**config.mk**
```make
export PLATFORM = sky130hd
export DESIGN_NAME = ysyx_25030093_lsu
export DESIGN_NICKNAME = d
export VERILOG_FILES = /design/src/rtl/ysyx_25030093_lsu_pkg.sv /design/src/rtl/ysyx_25030093_lsu_fmt.sv /design/src/rtl/ysyx_25030093_lsu.sv
export SDC_FILE = /design/constraint.sdc
export NUM_CORES = 1
export LEC_CHECK = 0
export CORE_MARGIN = 4
export CORE_UTILIZATION = 35
export CTS_BUF_LIST = sky130_fd_sc_hd__clkbuf_4 sky130_fd_sc_hd__clkbuf_8 sky130_fd_sc_hd__clkbuf_16
export DETAILED_ROUTE_END_ITERATION = 10
export PLACE_DENSITY = 0.67
export SYNTH_ARGS = -nofsm -noshare
export SYNTH_HDL_FRONTEND = slang
export SYNTH_SLANG_ARGS = --single-unit
```
**constraint.sdc**
```tcl
create_clock -name clk -period 9.9 [get_ports clk]
set_clock_uncertainty 0.2 [all_clocks]
set_input_delay 0.99 -clock clk [delete_from_list [all_inputs] [get_ports clk]]
set_output_delay 0.99 -clock clk [all_outputs]
set_load 0.005 [all_outputs]
```
**src/rtl/ysyx_25030093_lsu_pkg.sv**
```systemverilog
// Shared types and constants for the ysyx_25030093 load/store unit.
// Includes the misalignment classifier used when YSYX_25030093_LSU_MISALIGN_TRAP_EN is defined.
package ysyx_25030093_lsu_pkg;

    typedef enum logic [1:0] {
        ST_IDLE = 2'd0,
        ST_REQ  = 2'd1,
        ST_RESP = 2'd2,
        ST_WB   = 2'd3
    } lsu_state_e;

    localparam logic [2:0] F3_LB  = 3'b000;
    localparam logic [2:0] F3_LH  = 3'b001;
    localparam logic [2:0] F3_LW  = 3'b010;
    localparam logic [2:0] F3_LBU = 3'b100;
    localparam logic [2:0] F3_LHU = 3'b101;
    localparam logic [2:0] F3_SB  = 3'b000;
    localparam logic [2:0] F3_SH  = 3'b001;
    localparam logic [2:0] F3_SW  = 3'b010;

    localparam logic [3:0] MASK_B = 4'b0001;
    localparam logic [3:0] MASK_H = 4'b0011;
    localparam logic [3:0] MASK_W = 4'b1111;

    // Store codes share the load size encoding, so one classifier serves both.
    function automatic logic is_misaligned(input logic [2:0] funct3, input logic [1:0] off);
        logic mis;
        case (funct3)
            F3_LB, F3_LBU: mis = 1'b0;
            F3_LH, F3_LHU: mis = off[0];
            default:       mis = (off != 2'b00);
        endcase
        return mis;
    endfunction

endpackage

```
**src/rtl/ysyx_25030093_lsu_fmt.sv**
```systemverilog
// Combinational data formatter: load byte/halfword extraction with extension,
// and store byte-lane replication with write-strobe generation.
module ysyx_25030093_lsu_fmt
    import ysyx_25030093_lsu_pkg::*;
#(
    parameter int DATA_WIDTH = 32
) (
    input  logic [2:0]            funct3,
    input  logic [1:0]            offset,
    input  logic [DATA_WIDTH-1:0] sdata,
    input  logic [DATA_WIDTH-1:0] rdata,
    output logic [DATA_WIDTH-1:0] ldata,
    output logic [DATA_WIDTH-1:0] wdata,
    output logic [3:0]            wmask
);

    logic [7:0]  byte_s;
    logic [15:0] half_s;

    // Select the addressed byte and halfword out of the raw read word.
    always_comb begin
        case (offset)
            2'd0:    byte_s = rdata[7:0];
            2'd1:    byte_s = rdata[15:8];
            2'd2:    byte_s = rdata[23:16];
            default: byte_s = rdata[31:24];
        endcase
        if (offset[1]) begin
            half_s = rdata[31:16];
        end else begin
            half_s = rdata[15:0];
        end
    end

    // Sign or zero extend according to the load width code.
    always_comb begin
        case (funct3)
            F3_LB:   ldata = {{(DATA_WIDTH-8){byte_s[7]}}, byte_s};
            F3_LBU:  ldata = {{(DATA_WIDTH-8){1'b0}}, byte_s};
            F3_LH:   ldata = {{(DATA_WIDTH-16){half_s[15]}}, half_s};
            F3_LHU:  ldata = {{(DATA_WIDTH-16){1'b0}}, half_s};
            F3_LW:   ldata = rdata;
            default: ldata = rdata;
        endcase
    end

    // Replicate store data across all lanes; the strobe picks the live ones.
    always_comb begin
        case (funct3)
            F3_SB: begin
                wmask = MASK_B << offset;
                wdata = {(DATA_WIDTH/8){sdata[7:0]}};
            end
            F3_SH: begin
                wmask = MASK_H << offset;
                wdata = {(DATA_WIDTH/16){sdata[15:0]}};
            end
            F3_SW: begin
                wmask = MASK_W;
                wdata = sdata;
            end
            default: begin
                wmask = MASK_W;
                wdata = sdata;
            end
        endcase
    end

endmodule

```
**src/rtl/ysyx_25030093_lsu.sv**
```systemverilog
// Load/store unit: single-outstanding memory bus master plus GPR write-back handshake.
// Optional misaligned-access trap enabled by defining YSYX_25030093_LSU_MISALIGN_TRAP_EN.
module ysyx_25030093_lsu
    import ysyx_25030093_lsu_pkg::*;
#(
    parameter int ADDR_WIDTH = 5,
    parameter int DATA_WIDTH = 32
) (
    input  logic                  clk,
    input  logic                  rst,
    input  logic                  in_valid,
    output logic                  in_ready,
    input  logic                  in_is_load,
    input  logic                  in_is_store,
    input  logic [2:0]            in_funct3,
    input  logic [DATA_WIDTH-1:0] in_addr,
    input  logic [DATA_WIDTH-1:0] in_sdata,
    input  logic [ADDR_WIDTH-1:0] in_rd,
    input  logic                  in_wen,
    output logic                  mem_req_valid,
    input  logic                  mem_req_ready,
    output logic                  mem_req_wen,
    output logic [DATA_WIDTH-1:0] mem_req_addr,
    output logic [DATA_WIDTH-1:0] mem_req_wdata,
    output logic [3:0]            mem_req_wmask,
    input  logic                  mem_rsp_valid,
    input  logic [DATA_WIDTH-1:0] mem_rsp_rdata,
    output logic                  wb_valid,
    input  logic                  wb_ready,
    output logic [DATA_WIDTH-1:0] wb_wdata,
    output logic [ADDR_WIDTH-1:0] wb_waddr,
    output logic                  wb_wen,
    output logic                  misalign
);

    lsu_state_e state_r, state_next;
    logic       is_load_r;
    logic [2:0] funct3_r;
    logic [1:0] offset_r;
    logic       accept_s, mem_op_s, trap_s;
    logic [2:0] fmt_funct3_s;
    logic [1:0] fmt_offset_s;
    logic [DATA_WIDTH-1:0] fmt_ldata_s, fmt_wdata_s;
    logic [3:0] fmt_wmask_s;

    assign accept_s = (state_r == ST_IDLE) && in_valid;
    assign mem_op_s = in_is_load | in_is_store;

`ifdef YSYX_25030093_LSU_MISALIGN_TRAP_EN
    assign trap_s = mem_op_s & is_misaligned(in_funct3, in_addr[1:0]);
`else
    assign trap_s = 1'b0;
`endif

    // The formatter sees live inputs while accepting stores, latched fields while loading.
    assign fmt_funct3_s = (state_r == ST_IDLE) ? in_funct3    : funct3_r;
    assign fmt_offset_s = (state_r == ST_IDLE) ? in_addr[1:0] : offset_r;

    ysyx_25030093_lsu_fmt #(.DATA_WIDTH(DATA_WIDTH)) u_fmt (
        .funct3 (fmt_funct3_s),
        .offset (fmt_offset_s),
        .sdata  (in_sdata),
        .rdata  (mem_rsp_rdata),
        .ldata  (fmt_ldata_s),
        .wdata  (fmt_wdata_s),
        .wmask  (fmt_wmask_s)
    );

    // Next-state selection.
    always_comb begin
        state_next = state_r;
        case (state_r)
            ST_IDLE: begin
                if (in_valid) begin
                    if (mem_op_s && !trap_s) begin
                        state_next = ST_REQ;
                    end else begin
                        state_next = ST_WB;
                    end
                end else begin
                    state_next = ST_IDLE;
                end
            end
            ST_REQ: begin
                if (mem_req_ready) begin
                    state_next = ST_RESP;
                end else begin
                    state_next = ST_REQ;
                end
            end
            ST_RESP: begin
                if (mem_rsp_valid) begin
                    state_next = ST_WB;
                end else begin
                    state_next = ST_RESP;
                end
            end
            ST_WB: begin
                if (wb_ready) begin
                    state_next = ST_IDLE;
                end else begin
                    state_next = ST_WB;
                end
            end
            default: state_next = ST_IDLE;
        endcase
    end

    // State, latched instruction fields and registered outputs.
    always_ff @(posedge clk or posedge rst) begin
        if (rst) begin
            state_r       <= ST_IDLE;
            is_load_r     <= 1'b0;
            funct3_r      <= 3'b000;
            offset_r      <= 2'b00;
            in_ready      <= 1'b1;
            mem_req_valid <= 1'b0;
            mem_req_wen   <= 1'b0;
            mem_req_addr  <= '0;
            mem_req_wdata <= '0;
            mem_req_wmask <= 4'b0000;
            wb_valid      <= 1'b0;
            wb_wdata      <= '0;
            wb_waddr      <= '0;
            wb_wen        <= 1'b0;
            misalign      <= 1'b0;
        end else begin
            state_r       <= state_next;
            in_ready      <= (state_next == ST_IDLE);
            mem_req_valid <= (state_next == ST_REQ);
            wb_valid      <= (state_next == ST_WB);
            misalign      <= accept_s & trap_s;
            if (accept_s) begin
                is_load_r <= in_is_load;
                funct3_r  <= in_funct3;
                offset_r  <= in_addr[1:0];
                wb_waddr  <= in_rd;
                wb_wen    <= in_wen & ~in_is_store & (in_rd != '0) & ~trap_s;
                wb_wdata  <= mem_op_s ? '0 : in_addr;
                if (mem_op_s && !trap_s) begin
                    mem_req_wen   <= in_is_store;
                    mem_req_addr  <= {in_addr[DATA_WIDTH-1:2], 2'b00};
                    mem_req_wdata <= in_is_store ? fmt_wdata_s : '0;
                    mem_req_wmask <= in_is_store ? fmt_wmask_s : 4'b0000;
                end else begin
                    mem_req_wen   <= mem_req_wen;
                    mem_req_addr  <= mem_req_addr;
                    mem_req_wdata <= mem_req_wdata;
                    mem_req_wmask <= mem_req_wmask;
                end
            end else if ((state_r == ST_RESP) && mem_rsp_valid && is_load_r) begin
                wb_wdata <= fmt_ldata_s;
            end else begin
                wb_wdata <= wb_wdata;
            end
        end
    end

endmodule

```
==> results of run 1 <==
-- final timing paths --
check	start	end	cells past startpoint
worst min-delay path	mem_req_wmask[2]	mem_req_wmask[2]	2
worst min register to register	mem_req_wmask[2]	mem_req_wmask[2]	2
max in group asynchronous	rst	mem_req_addr[3]	3
worst max-delay path	state_r[1]	wb_wdata[29]	6
worst max register to register	state_r[1]	wb_wdata[29]	6
min in group asynchronous	rst	wb_waddr[1]	2
-- logic make-up (layout without fill, tap and decap cells) --
kind of cell	Yosys count	in the layout	synth area share, %
other cells	1	3	0.06775
flops	116	116	52.46
simple gates	173	173	14.11
buf+inv	42	262	3.865
mux	50	50	10.01
compound gates	157	157	19.48
-- metal layers --
metal / GRT usage, % / up-vias / share of wire (%)
li1: - / 2379 / -
met1: 27.90 / 2523 / 41
met3: 8.006 / 31 / 11
met5: 0 / - / 0
met2: 34.36 / 308 / 46
met4: 6.400 / 0 / 1.6
-- power by group --
part | total, µW | internal [µW] | switching (µW)
Sequential | 839 | 694 | 145
Clock | 648 | 437 | 211
Combinational | 1240 | 660 | 582
Total | 2730 | 1790 | 937
-- sequential cells by signal (all words and copies together) (netlist names), 2 cells and up --
name / cells
wb_waddr: 5
offset_r: 2
mem_req_wdata: 32
funct3_r: 3
wb_wdata: 32
state_r: 2
mem_req_wmask: 4
mem_req_addr: 30
-- through the flow --
step	area [µm²]	cells	power, µW	utilization [%]	setup slack (ns)
detailed placement	7870	940	2083	51.20	6.214
global route	8506	972	2891	55.34	6.384
CTS	8506	972	2747	55.34	6.607
finish	8506	972	2728	55.34	6.565
floorplan	5543	541	1458	-	5.639
global placement	7870	940	2057	51.20	6.310
-- worst min-delay path, cell delays in order, from the launching register on --
cell and delay (ns):
dfrtp_1 0.34, nand2_1 0.04, o21ai_0 0.06
-- final cells by class --
cell class	count	share of cell area (%)
tap	211	3.104
timing repair buffer	224	26.24
inverter	6	0.2942
clock buffer	24	6.061
sequential	116	34.14
multi-input combinational	383	28.74
clock inverter	8	1.412
-- layout by cell type, fill, tap and decap left out, drive strengths merged, types with 7 or more instances in the layout --
cell,n
clkdlybuf4s50,220
a31oi,12
nor3,7
dfrtp,115
clkbuf,24
a21oi,30
nand2,101
a221o,21
o22ai,7
mux2i,10
a222oi,7
o21ai,55
a22o,8
nor2,34
mux2,40
==> summary.md, run 1 <==
| Metric | Value |
|---|---|
| Row count | `45` |
| GR Util All Layers | `21.70%` |
| Core area | `~15000 µm²` |
| Synth unique cells | `56` |
| Post-CTS Setup Repair Bufs | `0` |
| Post-route ant nets | `0` |
| Wire per inst | `approximately 20 µm` |
| Status | `finished, final reports clean` |
| # hold bufs at CTS | `0` |
| Final net count | `~860` |
| Setup violators final | `0` |
| DR DRC count | `0` |
| Worst-path clk slew | `around 0.050 ns` |
| RePlAce Congestion | `between 0.8 and 0.9` |
| Drt initial violations | `between 500 and 600` |
| Via density | `about 5.4` |
| Grt total ovfl | `0` |
| CP required | `~10 ns` |
| RSZ-0062 raised after global routing | `false` |
| Clk sinks | `between 100 and 150` |
| Crit-path leading delay family | `compound AO/OA/AOI/OAI gates` |
| Cell taking the most area after synthesis | `dfrtp_1` |
| Initial antenna violation count | `0` |
| Worst setup EP type | `flip-flop` |
| Area contributors post-synth | `dfrtp_1, mux2_2, nand2_1` |
| Final HPWL DP | `between 10000 and 15000 µm` |
| Least-Margin Pin Slew | `about 1.1 ns` |
| Clock Latency Late Sink | `roughly 0.42 ns` |
| Storage cell area | `2904 µm²` |
| Max_cap viols | `0` |
| Vias in the first global route | `approximately 5.4k` |
| Fillers | `roughly 1.3k` |
| CP Buf/Inv Count | `0` |
| Area Overhead vs Synth | `53.66%` |
| Crit path cell chain | `nor2_2 -> mux2i_2 -> a211oi_2 -> a31oi_4 -> a21oi_1 -> a221o_1` |
| CTS tree | `built` |
| Achievable Freq | `0.2999 GHz` |
| Async S/R FF share, synth | `between 90% and 100%` |
| DRT Wirelength | `about 19000 µm` |
| Antenna cells | `0` |
| H-tree levels | `4` |
| Largest net degree at the start of global routing | `69` |
| Top-count cell post-synth | `dfrtp_1` |
| Register area share after synthesis | `a little over half` |
| Layout cells sized above 1 | `12.61%` |
| Hold Slack | `about 0.28 ns` |
| Fin crit share | `between 30% and 40%` |
| Critical path's largest stage delay | `around 0.86 ns` |
| CP arrival | `3.43 ns` |
| Final Slew Violations | `0` |
| Multi-input logic area | `approximately 2400 µm²` |
| Reg-to-reg setup timing slack | `between 6 and 7 ns` |
| Min-Delay Path Class | `flip-flop to flip-flop` |
| Startpoint Class | `flip-flop` |
| CP max-delay cell | `mux2i_2` |
| Die footprint | `between 15000 and 20000 µm²` |
| Post-layout min period | `approximately 3.3 ns` |
| Syn Area/Cell | `10.27 µm²` |
| Post-CTS resize count | `0` |
| TNS Setup | `0 ns` |
| Power density cells | `between 300 and 400 nW/µm²` |
| First-pass GRT wire length | `30330 µm` |
| Max VDD drop | `approximately 150 µV` |
| Total I/O pin count | `224` |
| Clock Path Buffers | `2` |
| Worst-path fanout max | `18` |
| Share of the synthesized area in the top cell type | `51.99%` |
| Post-Synthesis Cells | `approximately 540` |
| Warning count from the yosys run | `0` |
| Final number of hold-violating endpoints | `0` |
| Die width | `about 130 µm` |
| Number of enable flip-flop cells after synthesis | `0` |
| Setup CP Type | `flip-flop to flip-flop` |
| Post-synth top cells | `dfrtp_1, nand2_1, o21ai_0, mux2_2, nor2_1` |
| Clk Tree Root Cell | `clkbuf_16` |
| Mapped Area | `around 5500 µm²` |
| Starting Density | `~36%` |
| CTS Buf Count | `17` |
| LEAKAGE | `~0.0036 µW` |
| TritonRoute pass-1 iters | `6` |
| PortBufs | `220` |
| Top_reg_cell synth | `dfrtp_1` |
| Seq cells post-synth | `around 120` |
| Slew margin rel. | `25.02%` |
| Die height | `around 130 µm` |
| Vias | `~5.2k` |
(Power assumes the default switching activity.)
==> run 2: changes to the inputs <==
==> constraint.sdc (replaced) <==
create_clock -name clk -period 3.35 [get_ports clk]
set_clock_uncertainty 0.2 [all_clocks]
set_input_delay 0.335 -clock clk [delete_from_list [all_inputs] [get_ports clk]]
set_output_delay 0.335 -clock clk [all_outputs]
set_load 0.005 [all_outputs]
==> summary.md, run 2 (synthesized netlist as in run 1, its figures left out) <==
| Metric | Value |
|---|---|
| Row count | `45 (unchanged)` |
| Least-Margin Pin Slew | `0.9212 ns (-0.2022 ns)` |
| RSZ-0062 raised after global routing | `false` |
| TNS Setup | `0 ns (unchanged)` |
| Layout cells sized above 1 | `13.64% (+1.0 points)` |
| Clk Tree Root Cell | `clkbuf_16` |
| H-tree levels | `4 (unchanged)` |
| Clock Path Buffers | `2 (unchanged)` |
| Worst setup path endpoint | `wb_wdata[27]` |
| Starting Density | `36.01% (unchanged)` |
| Most common cell after layout, fill and taps aside | `clkdlybuf4s50_1` |
| M1 WL | `8360 µm (+4.0%)` |
| First-pass GRT wire length | `30700 µm (+1.2%)` |
| PortBufs | `220 (unchanged)` |
| Clk sinks | `116 (unchanged)` |
| Post-layout min period | `2.754 ns (-0.5804 ns)` |
| DR DRC count | `0 (unchanged)` |
| Highest metal used | `met4` |
| Post-CTS resize count | `0 (unchanged)` |
| Final Slew Violations | `0 (unchanged)` |
| Final HPWL DP | `14430 µm (about the same)` |
| Achievable Freq | `0.3631 GHz (+21%)` |
| Max VDD drop | `425.7 µV (+190%)` |
| LEAKAGE | `0.003634 µW (+1.2%)` |
| Post-CTS Setup Repair Bufs | `0 (unchanged)` |
| Setup violators final | `0 (unchanged)` |
| Post-Layout Cell Count | `981 (+0.93%)` |
| Worst-path clk slew | `0.05 ns (about the same)` |
| Post-route ant nets | `0 (unchanged)` |
| Die footprint | `17890 µm² (unchanged)` |
| Crit path cell chain | `nor2_2 -> mux2i_1 -> nand3_1 -> a31oi_4 -> a21oi_1 -> a221o_1` |
| Biggest regs | `mem_req_wdata: 32 flops, wb_wdata: 32 flops, mem_req_addr: 30 flops` |
| Status | `finished, final reports clean` |
| Crit-path leading delay family | `compound AO/OA/AOI/OAI gates` |
| # hold bufs at CTS | `0 (unchanged)` |
| Largest net degree at the start of global routing | `117 (+70%)` |
| GR Util All Layers | `21.94% (+0.24 points)` |
| Initial antenna violation count | `0 (unchanged)` |
| Via density | `5.361 (-0.58%)` |
| Cells after DPL | `949 (+0.96%)` |
| Util after Layout | `55.95% (+0.62 points)` |
| RR Endpoint | `wb_wdata[27]` |
| Met3 wire len | `1739 µm (-21%)` |
| Final number of hold-violating endpoints | `0 (unchanged)` |
| Critical path's largest stage delay | `0.49 ns (-0.37 ns)` |
| Reg-to-reg setup timing slack | `0.60 ns (-5.97 ns)` |
| CP Buf/Inv Count | `0 (unchanged)` |
| Worst R2R Path Depth | `6 (unchanged)` |
| Area Overhead vs Synth | `55.38%` |
| Grt total ovfl | `0 (unchanged)` |
| CP required | `3.44 ns (-6.55 ns)` |
| Most frequent cells in the layout | `clkdlybuf4s50_1, dfrtp_1, nand2_1` |
| Worst setup EP type | `flip-flop` |
| Fin crit share | `82.21% (+49 points)` |
| Setup CP Type | `flip-flop to flip-flop` |
| Die width | `133.8 µm (unchanged)` |
| Vias | `5259 (+0.34%)` |
| Core area | `15370 µm² (unchanged)` |
| Slew margin rel. | `38.35% (+13 points)` |
| Final net count | `870 (+1.0%)` |
| Vias in the first global route | `5414 (+0.39%)` |
| DRT Wirelength | `19430 µm (about the same)` |
| Total I/O pin count | `224 (unchanged)` |
| Critical path startpoint | `state_r[1]` |
| Clock Latency Late Sink | `0.41 ns (about the same)` |
| RePlAce Congestion | `0.9012 (+4.0%)` |
| Fillers | `1321 (+0.23%)` |
| Min-Delay Path Class | `input port to async pin` |
| Power density cells | `950.8 nW/µm² (+200%)` |
| Wire per inst | `19.80 µm (-0.84%)` |
| CP arrival | `2.84 ns (-0.59 ns)` |
| Drt initial violations | `483 (-6.2%)` |
| Die height | `133.8 µm (unchanged)` |
| CTS Buf Count | `17 (unchanged)` |
| Crit path depth | `6 (unchanged)` |
| CP max-delay cell | `mux2i_1` |
| Met2 wire len | `8856 µm (-0.11%)` |
| Worst-path fanout max | `16 (-2)` |
| TritonRoute pass-1 iters | `6 (unchanged)` |
| Reg-to-reg startpoint | `state_r[1]` |
| Antenna cells | `0 (unchanged)` |
| Max_cap viols | `0 (unchanged)` |
| Startpoint Class | `flip-flop` |
| CTS tree | `built` |
==> run 2: cell types whose count changed in the layout (fill, tap and decap cells not counted) <==
| cell | before | now |
|---|---|---|
| buf_4 | 4 | 12 |
| clkinv_4 | 0 | 4 |
| clkbuf_8 | 6 | 3 |
| clkinv_2 | 3 | 1 |
| buf_12 | 0 | 1 |
| bufinv_16 | 3 | 4 |
| clkinvlp_4 | 2 | 3 |
| inv_4 | 1 | 0 |
==> run 2: how the worst min path moves through the flow <==
stage	from	to	slack (ns)	depth (start not counted)
CTS	in_rd[2]	wb_waddr[2]	0.26	3
floorplan	in_funct3[2]	funct3_r[2]	0.24	2
global route	in_sdata[26]	mem_req_wdata[26]	0.31	3
global placement	wb_waddr[1]	wb_waddr[1]	0.26	2
finish	rst	mem_req_addr[10]	0.22	3
detailed placement	wb_waddr[2]	wb_waddr[2]	0.27	2
==> run 2: area by class of cell <==
class | instances | area, µm² | area share (%)
flip-flops and latches | 116 | 2904 | 33.76
multi-input cells | 383 | 2445 | 28.43
repair buffers | 233 | 2312 | 26.88
clock buffers | 21 | 474.2 | 5.514
well taps | 211 | 264.0 | 3.070
clock inverters | 11 | 175.2 | 2.037
inverters | 6 | 26.28 | 0.3055
==> run 2: layer usage <==
layer,track usage (%),vias to the layer above
met5,0,-
met4,8.171,0
met3,6.344,33
met2,34.36,265
met1,28.90,2559
li1,-,2402
==> run 2: where the power goes <==
group	total [µW]	internal [µW]	switching [µW]
Clock	1970	1310	657
Sequential	2430	2050	376
Combinational	3780	2000	1780
Total	8180	5370	2810
==> run 2: worst min-delay path, delay by kind of cell <==
kind / cells / cell delay, ns
buffers and inverters: 3 / 0.95
==> run 2: per-stage QoR <==
stage | setup WS, ns | power [µW] | hold slack [ns] | cell area, µm²
final | 0.5958 | 8178 | 0.2184 | 8601
after global placement | 0.4125 | 6157 | 0.2592 | 7951
after CTS | 0.5812 | 8245 | 0.2646 | 8601
after floorplan | 1.099 | 4310 | 0.2404 | 5547
after global routing | 0.3837 | 8711 | 0.3088 | 8601
after detailed placement | 0.4500 | 6232 | 0.2690 | 7951
==> run 3: changes to the inputs <==
==> constraint.sdc (replaced) <==
create_clock -name clk -period 2.85 [get_ports clk]
set_clock_uncertainty 0.2 [all_clocks]
set_input_delay 0.285 -clock clk [delete_from_list [all_inputs] [get_ports clk]]
set_output_delay 0.285 -clock clk [all_outputs]
set_load 0.005 [all_outputs]
==> summary.md, run 3 (synthesized netlist as in run 1, its figures left out) <==
| Metric | Value |
|---|---|
| Die width | `133.8 µm (unchanged)` |
| Final number of hold-violating endpoints | `0 (unchanged)` |
| Status | `finished, final reports clean` |
| Post-route cell area | `8697 µm² (+1.1%)` |
| Power density cells | `1111 nW/µm² (+17%)` |
| Die footprint | `17890 µm² (unchanged)` |
| CP max-delay cell | `dfrtp_1` |
| Most frequent cells in the layout | `clkdlybuf4s50_1, dfrtp_1, nand2_1` |
| Biggest regs | `mem_req_wdata: 32 flops, wb_wdata: 32 flops, mem_req_addr: 30 flops` |
| Worst-path fanout max | `14 (-2)` |
| Crit-path leading delay family | `simple AND/OR/NAND/NOR gates` |
| Achievable Freq | `0.3886 GHz (+7.0%)` |
| CP arrival | `2.69 ns (-0.15 ns)` |
| Highest metal used | `met4` |
| Final Slew Violations | `0 (unchanged)` |
| Starting Density | `36.01% (unchanged)` |
| Row count | `45 (unchanged)` |
| Clk sinks | `116 (unchanged)` |
| Met2 wire len | `9218 µm (+4.1%)` |
| M1 WL | `8117 µm (-2.9%)` |
| Setup CP Type | `flip-flop to flip-flop` |
| CP Buf/Inv Count | `0 (unchanged)` |
| Via density | `5.325 (-0.67%)` |
| Slew margin rel. | `56.77% (+18 points)` |
| Max VDD drop | `437.7 µV (+2.8%)` |
| Total I/O pin count | `224 (unchanged)` |
| Fillers | `1344 (+1.7%)` |
| Die height | `133.8 µm (unchanged)` |
| RSZ-0062 raised after global routing | `false` |
| CP required | `2.97 ns (-0.47 ns)` |
| Core area | `15370 µm² (unchanged)` |
| Area Overhead vs Synth | `57.12%` |
| Critical path startpoint | `state_r[1]` |
| Util after Layout | `56.58% (+0.63 points)` |
| Reg-to-reg startpoint | `state_r[1]` |
| Post-route ant nets | `0 (unchanged)` |
| Final HPWL DP | `14880 µm (+3.1%)` |
| Met3 wire len | `1949 µm (+12%)` |
| Most common cell after layout, fill and taps aside | `clkdlybuf4s50_1` |
| DR DRC count | `0 (unchanged)` |
| Crit path cell chain | `nor2_2 -> mux2i_1 -> nand3b_1 -> and2_1 -> nand4_1 -> a31oi_1` |
| Critical path's largest stage delay | `0.54 ns (+0.05 ns)` |
| Initial antenna violation count | `0 (unchanged)` |
| Clk Tree Root Cell | `clkbuf_16` |
| Hold Slack | `0.2280 ns (+0.009562 ns)` |
| Wire per inst | `19.88 µm (+0.39%)` |
| CTS tree | `built` |
| Post-layout min period | `2.573 ns (-0.1811 ns)` |
| GR Util All Layers | `22.36% (+0.42 points)` |
| TNS Setup | `0 ns (unchanged)` |
| Vias in the first global route | `5594 (+3.3%)` |
| TritonRoute pass-1 iters | `5 (-1)` |
| Least-Margin Pin Slew | `0.6441 ns (-0.2771 ns)` |
| Startpoint Class | `flip-flop` |
| Largest net degree at the start of global routing | `60 (-49%)` |
| DRT Wirelength | `19700 µm (+1.4%)` |
| Reg-to-reg setup timing slack | `0.28 ns (-0.32 ns)` |
| Drt initial violations | `309 (-36%)` |
| CTS Buf Count | `17 (unchanged)` |
| Fin crit share | `90.28% (+8.1 points)` |
| Vias | `5277 (+0.34%)` |
| Max_cap viols | `0 (unchanged)` |
| Cells after DPL | `958 (+0.95%)` |
| Worst setup EP type | `flip-flop` |
| Grt total ovfl | `0 (unchanged)` |
| Dpl cell area | `8044 µm² (+1.2%)` |
| Final net count | `881 (+1.3%)` |
| Min-Delay Path Class | `input port to flip-flop` |
| PortBufs | `220 (unchanged)` |
| Clock Latency Late Sink | `0.41 ns (about the same)` |
| Antenna cells | `0 (unchanged)` |
| First-pass GRT wire length | `31270 µm (+1.9%)` |
| Worst min-delay path startpoint | `in_rd[1]` |
| Worst-path clk slew | `0.05 ns (about the same)` |
| Post-Layout Cell Count | `991 (+1.0%)` |
| LEAKAGE | `0.003700 µW (+1.8%)` |
| Clock Path Buffers | `2 (unchanged)` |
| Layout cells sized above 1 | `14.62% (+0.98 points)` |
| H-tree levels | `4 (unchanged)` |
| Setup violators final | `0 (unchanged)` |
| RePlAce Congestion | `0.9250 (+2.6%)` |
==> run 3: cell count changes in the layout (fill, tap and decap cells not counted), sizes merged <==
cell         change
clkinv           +1
buf             +10
clkbuf           -1
dlygate4sd3      +1
clkinvlp         -1
==> run 3: per-layer routing <==
layer | GRT usage (%) | vias up
met5 | 0 | -
met4 | 6.629 | 0
met3 | 8.044 | 29
met2 | 36.41 | 253
met1 | 28.00 | 2578
li1 | - | 2417
==> run 3: worst reg2reg max path: stages (launching register included) <==
cell and delay, ns:
dfrtp_1 0.54, nor2_2 0.39, mux2i_1 0.34, nand3b_1 0.20, and2_1 0.21, nand4_1 0.30
a31oi_1 0.30
==> run 3: layout make-up <==
class	instances	area (µm²)	share of cell area, %
sequential	116	2904	33.39
multi-input combinational	383	2450	28.17
timing repair buffer	244	2435	28.00
clock buffer	20	460.4	5.294
tap	211	264.0	3.036
clock inverter	11	157.7	1.813
inverter	6	26.28	0.3021
==> run 3: power by group <==
part,leakage [µW],switching (µW),internal [µW]
sequential,0.00145,475,2410
combinational,0.00195,2070,2460
clock,0.000309,747,1500
total,0.00370,3290,6370
==> run 3: worst paths after layout <==
path / to / depth (start not counted)
setup / recovery: wb_wdata[12] / 6
hold / removal: wb_waddr[1] / 3
setup reg to reg: wb_wdata[12] / 6
hold reg to reg: mem_req_wdata[16] / 2
max in group asynchronous: in_ready / 4
min in group asynchronous: wb_wdata[11] / 3
==> run 3: timing repair <==
action,4_1_cts,5_1_grt
resized for setup,0,1
hold buffers,1,0
setup buffers,0,1
endpoints found under the setup margin,0,2
endpoints found under the hold margin,8,0
==> run 3: per-stage QoR <==
step / setup slack [ns] / total power, µW
finish: 0.2770 / 9665
CTS: 0.1169 / 9706
global placement: 0.1089 / 7304
floorplan: 0.5986 / 5066
detailed placement: 0.03880 / 7405
global route: 0.01331 / 10320
